--- config.mk ---
export PLATFORM = sky130hd
export DESIGN_NAME = arm_alu
export DESIGN_NICKNAME = d
export VERILOG_FILES = /design/src/rtl/arm_alu_pkg.sv /design/src/rtl/arm_alu_pipe_reg.sv /design/src/rtl/arm_alu.sv
export SDC_FILE = /design/constraint.sdc
export NUM_CORES = 1
export LEC_CHECK = 0
export CAP_MARGIN = 20
export CORE_UTILIZATION = 51
export CTS_BUF_LIST = sky130_fd_sc_hd__clkbuf_16
export CTS_CLUSTER_DIAMETER = 120
export DETAILED_ROUTE_END_ITERATION = 8
export GPL_TIMING_DRIVEN = 1
export PLACE_DENSITY = 0.82
export SLEW_MARGIN = 20
export SYNTH_ARGS = -nofsm -noshare
export SYNTH_HDL_FRONTEND = slang
export SYNTH_SLANG_ARGS = --single-unit
--- constraint.sdc ---
create_clock -name clk -period 16.2 [get_ports clk]
set_input_delay 3.24 -clock clk [delete_from_list [all_inputs] [get_ports clk]]
set_output_delay 3.24 -clock clk [all_outputs]
set_load 0.05 [all_outputs]
--- src/rtl/arm_alu_pkg.sv ---
// Shared types and constants for the LEGv8 execute-stage ALU:
// ALU operation encoding, main-decoder classes and instruction opcodes.
package arm_alu_pkg;

    typedef enum logic [2:0] {
        PASS_B = 3'b000,
        ADD    = 3'b010,
        SUB    = 3'b011,
        AND    = 3'b100,
        ORR    = 3'b101,
        EOR    = 3'b110
    } alu_cntrl_e;

    localparam logic [1:0] ALUOP_MEM   = 2'b00;
    localparam logic [1:0] ALUOP_CBZ   = 2'b01;
    localparam logic [1:0] ALUOP_RTYPE = 2'b10;
    localparam logic [1:0] ALUOP_IMM   = 2'b11;

    localparam logic [10:0] OP_ADD  = 11'b10001011000;
    localparam logic [10:0] OP_SUB  = 11'b11001011000;
    localparam logic [10:0] OP_ADDS = 11'b10101011000;
    localparam logic [10:0] OP_SUBS = 11'b11101011000;
    localparam logic [10:0] OP_AND  = 11'b10001010000;
    localparam logic [10:0] OP_ORR  = 11'b10101010000;
    localparam logic [10:0] OP_EOR  = 11'b11001010000;

    // Immediate forms carry one immediate bit in opcode[0], so they match on [10:1].
    localparam logic [9:0]  OP_ADDI = 10'b1001000100;
    localparam logic [9:0]  OP_SUBI = 10'b1101000100;

endpackage

--- src/rtl/arm_alu_pipe_reg.sv ---
// Synchronous-reset D register with load enable; used for the EX/MEM
// result register and the condition-flag register.
module pipe_reg #(
    parameter int WIDTH = 64
) (
    input  logic             clk,
    input  logic             reset,
    input  logic             en,
    input  logic [WIDTH-1:0] d,
    output logic [WIDTH-1:0] q
);

    logic [WIDTH-1:0] r_q;

    always_ff @(posedge clk) begin
        if (reset) begin
            r_q <= '0;
        end else if (en) begin
            r_q <= d;
        end
    end

    assign q = r_q;

endmodule

--- src/rtl/arm_alu.sv ---
// Execute-stage ALU: decodes ALUOp/opcode, computes result and NZVC flags,
// and registers the result (every cycle) and flags (ADDS/SUBS only).
module arm_alu
    import arm_alu_pkg::*;
#(
    parameter int WIDTH = 64
) (
    input  logic             clk,
    input  logic             reset,
    input  logic [1:0]       alu_op,
    input  logic [10:0]      opcode,
    input  logic [WIDTH-1:0] a,
    input  logic [WIDTH-1:0] b,
    output logic [2:0]       cntrl,
    output logic [WIDTH-1:0] result,
    output logic             negative,
    output logic             zero,
    output logic             overflow,
    output logic             carry_out,
    output logic [WIDTH-1:0] result_q,
    output logic             n_q,
    output logic             z_q,
    output logic             v_q,
    output logic             c_q
);

    alu_cntrl_e       w_cntrl;
    logic [WIDTH-1:0] w_b_eff;
    logic             w_cin;
    logic [WIDTH:0]   w_sum;
    logic             w_carry_into_msb;
    logic [WIDTH-1:0] w_result;
    logic             w_overflow;
    logic             w_carry;
    logic             w_flag_en;
    logic [3:0]       w_flags_q;

    always_comb begin
        w_cntrl = ADD;
        case (alu_op)
            ALUOP_MEM: w_cntrl = ADD;
            ALUOP_CBZ: w_cntrl = PASS_B;
            ALUOP_RTYPE: begin
                case (opcode)
                    OP_ADD, OP_ADDS: w_cntrl = ADD;
                    OP_SUB, OP_SUBS: w_cntrl = SUB;
                    OP_AND:          w_cntrl = AND;
                    OP_ORR:          w_cntrl = ORR;
                    OP_EOR:          w_cntrl = EOR;
                    default:         w_cntrl = ADD;
                endcase
            end
            ALUOP_IMM: begin
                case (opcode[10:1])
                    OP_ADDI: w_cntrl = ADD;
                    OP_SUBI: w_cntrl = SUB;
                    default: w_cntrl = ADD;
                endcase
            end
            default: w_cntrl = ADD;
        endcase
    end

    // Subtraction is A + ~B + 1, so one adder serves both and carry means "no borrow".
    assign w_cin   = (w_cntrl == SUB);
    assign w_b_eff = w_cin ? ~b : b;
    assign w_sum   = {1'b0, a} + {1'b0, w_b_eff} + {{WIDTH{1'b0}}, w_cin};
    assign w_carry_into_msb = w_sum[WIDTH-1] ^ a[WIDTH-1] ^ w_b_eff[WIDTH-1];

    always_comb begin
        w_result   = '0;
        w_overflow = 1'b0;
        w_carry    = 1'b0;
        case (w_cntrl)
            PASS_B: w_result = b;
            ADD, SUB: begin
                w_result   = w_sum[WIDTH-1:0];
                w_carry    = w_sum[WIDTH];
                w_overflow = w_carry_into_msb ^ w_sum[WIDTH];
            end
            AND:     w_result = a & b;
            ORR:     w_result = a | b;
            EOR:     w_result = a ^ b;
            default: w_result = '0;
        endcase
    end

    assign cntrl     = w_cntrl;
    assign result    = w_result;
    assign negative  = w_result[WIDTH-1];
    assign zero      = (w_result == '0);
    assign overflow  = w_overflow;
    assign carry_out = w_carry;

    pipe_reg #(.WIDTH(WIDTH)) u_result_reg (
        .clk   (clk),
        .reset (reset),
        .en    (1'b1),
        .d     (w_result),
        .q     (result_q)
    );

    // Flag register is keyed on the raw opcode: only ADDS/SUBS set condition codes.
    assign w_flag_en = (opcode == OP_ADDS) || (opcode == OP_SUBS);

    pipe_reg #(.WIDTH(4)) u_flag_reg (
        .clk   (clk),
        .reset (reset),
        .en    (w_flag_en),
        .d     ({negative, zero, overflow, carry_out}),
        .q     (w_flags_q)
    );

    assign n_q = w_flags_q[3];
    assign z_q = w_flags_q[2];
    assign v_q = w_flags_q[1];
    assign c_q = w_flags_q[0];

endmodule

==> metrics <==
largest family of logic cells by synthesized area compound AO/OA/AOI/OAI gates; commonest non-fill, non-tap cell in the layout clkdlybuf4s50_1; Max Cap Viol 0; area share of xor/xnor cells in the synthesized design 0.0759; simple-gate share of the synthesized area 0.204; post-place instance area ~15,000 µm²; Clock transition at path regs 60 ps; worst slack at placement 2070 ps; Post-Syn Area 11,800 µm²; clock buffer count from CTS 9; Compound-Gate Fraction of Synth Area 0.268; share of cells above drive strength 1 0.0379; detailed-placement wirelength estimate 38.7 mm; Hold Crit Class reg2reg; largest net degree at the start of global routing 70; initial core utilization 0.520; worst-path maximum fanout 33; clock tree from TritonCTS done; Pins Over Slew Limit 0; DRT iter0 DRCs 1,280; Max Fclk around 0.07 GHz; RSZ-0062 raised after global routing no; FP Rows 55; CP endpoint kind primary output; global-route wire length before repair approximately 75 mm; CTS sink count 68; number of remaining DRC errors 0; Final Instance Area ~15,000 µm²; Critical Path RT about 13,000 ps; worst slew pin tran 941 ps; WP data arrival between 10,000 and 15,000 ps; number of synthesized flops with an enable pin 0; Skew-Pair Late Insertion Delay 350 ps; die area 23,700 µm²; setup violation total in the final timing report 0; Synth cell types 91; via/cell ratio 6.38; adder-cell area share of the yosys netlist 0.212; startpoint types primary input; Final #Nets 2,211; Synth Area per Inst 7.15 µm²; syn_nets 1,987; YS warnings 0; total setup buffers inserted after CTS 0; fraction of registers with async set/reset 0; final WL 49.8 mm; pwr dens 76.5 nW/µm²; core box area 22,600 µm²; mux contribution to synthesized area 0.0310; Setup Total Neg Slack 0 ps; per-cell routed wire length 23.1 µm; initial antenna violation count 3; Pwr Total 1.15 mW; vias in the first global route between 10k and 15k; commonest non-fill, non-tap cells in the layout clkdlybuf4s50_1, inv_1, ha_1; slew margin rel. 0.373; synthesis-stage register bit count 68; status complete, no violations; CTS resizes 0; # H-tree levels 3; final cell count without fillers 2,160; hold buffers post-CTS 0; worst hold slack 498 ps; final hold viol count 0; Worst Skew 0 ps; Setup WS post-layout around 1900 ps; P_leak 6.75 nW; GRT overflow 0; Synth Instances 1,645; register area share after synthesis 0.116; total global-route track usage 0.411; Layout area overhead 28.2%; CTS root buffer clkbuf_16; fin util 0.667; PortBufs 281; cell total after placement 2,143; fin crit share 0.886; Final min period 14,350 ps; drt pass-1 iters 5; Die X roughly 150 µm; Crit Path Category in2out; # IOs between 200 and 300; Main synth FF type dfxtp_1; die height around 150 µm; Vias 13.8k; clock tree buffer depth 2; VDD IR max approximately 54 µV; GPL Wtd Cong 1.02; Routed Antenna Nets 0
## state kept, by name, indices dropped and copies added (netlist names)
name	cells
u_flag_reg.q	4
u_result_reg.q	64
## path summary, 6_finish.rpt
check / start / end / slack (ps) / cells after the start
max reg2reg: u_flag_reg.q[3] / u_flag_reg.q[3] / 15560 / 2
max: opcode[9] / zero / 1850 / 19
min: u_flag_reg.q[1] / u_flag_reg.q[1] / 500 / 2
min reg2reg: u_flag_reg.q[1] / u_flag_reg.q[1] / 500 / 2
## cells in the mapped netlist, types with 6 or more instances
master,n,area share
a211oi_1,16,0.010
a21o_1,15,0.0096
a21oi_1,134,0.057
a221o_1,6,0.0051
a221oi_1,25,0.019
a22oi_1,28,0.018
a31oi_1,8,0.0043
and2_1,8,0.0043
and3_1,11,0.0058
and4_1,7,0.0052
buf_1,13,0.0041
clkbuf_1,65,0.021
dfxtp_1,68,0.12
ha_1,198,0.21
inv_1,199,0.063
mux2i_1,32,0.027
nand2_1,117,0.037
nand2b_1,13,0.0069
nand3_1,24,0.010
nand3b_1,6,0.0038
nand4_1,50,0.027
nor2_1,138,0.044
nor2b_1,27,0.014
nor3_1,21,0.0089
nor4_1,13,0.0069
o211ai_1,15,0.0096
o21a_1,10,0.0064
o21ai_0,119,0.051
o21bai_1,10,0.0064
o221ai_1,10,0.0074
o22ai_1,18,0.0096
o31a_1,9,0.0067
o31ai_1,6,0.0038
or2_2,8,0.0043
or4_1,6,0.0038
xnor2_1,86,0.064
xor2_1,16,0.012
## critical path, cell delays in order
cell,delay [ps]
clkdlybuf4s50_1,720
or3b_4,540
a2111oi_4,520
o21ai_4,110
buf_4,320
xnor2_1,240
fa_1,440
a211oi_1,400
o21ai_1,270
a221o_1,460
a21oi_1,240
xor2_1,300
o211ai_1,230
or4_1,460
or4_1,640
nor4_1,600
nand4_1,330
nor3_1,230
clkdlybuf4s50_1,840
## power breakdown
| group | switching (mW) | total (mW) | internal [mW] |
|---|---|---|---|
| Clock | 0.0967 | 0.233 | 0.136 |
| Combinational | 0.482 | 0.730 | 0.247 |
| Sequential | 0.00482 | 0.192 | 0.187 |
## routing by layer
layer | vias to the layer above | share of wire | global-route usage
li1 | 6309 | - | -
met1 | 6492 | 0.40 | 0.513
met2 | 802 | 0.44 | 0.655
met3 | 166 | 0.11 | 0.0975
met4 | 2 | 0.053 | 0.217
met5 | - | 0.00028 | 0
## area by class of cell
class / count / area [µm²]
inverters: 201 / 754
well taps: 285 / 357
multi-input cells: 1291 / 9360
diodes: 1 / 2.50
clock inverters: 7 / 100
clock buffers: 9 / 225
fillers: 1919 / 7550
flip-flops and latches: 68 / 1360
repair buffers: 298 / 2940
## cells by family after synthesis
family                   after synthesis
AO/OA/AOI/OAI                        480
XOR/XNOR                             102
adder cells (fa/ha/maj)              199
buffers and inverters                286
flip-flops                            68
multiplexers                          35
AND/OR/NAND/NOR                      475
No activity file was read; power rests on OpenSTA's default activity.
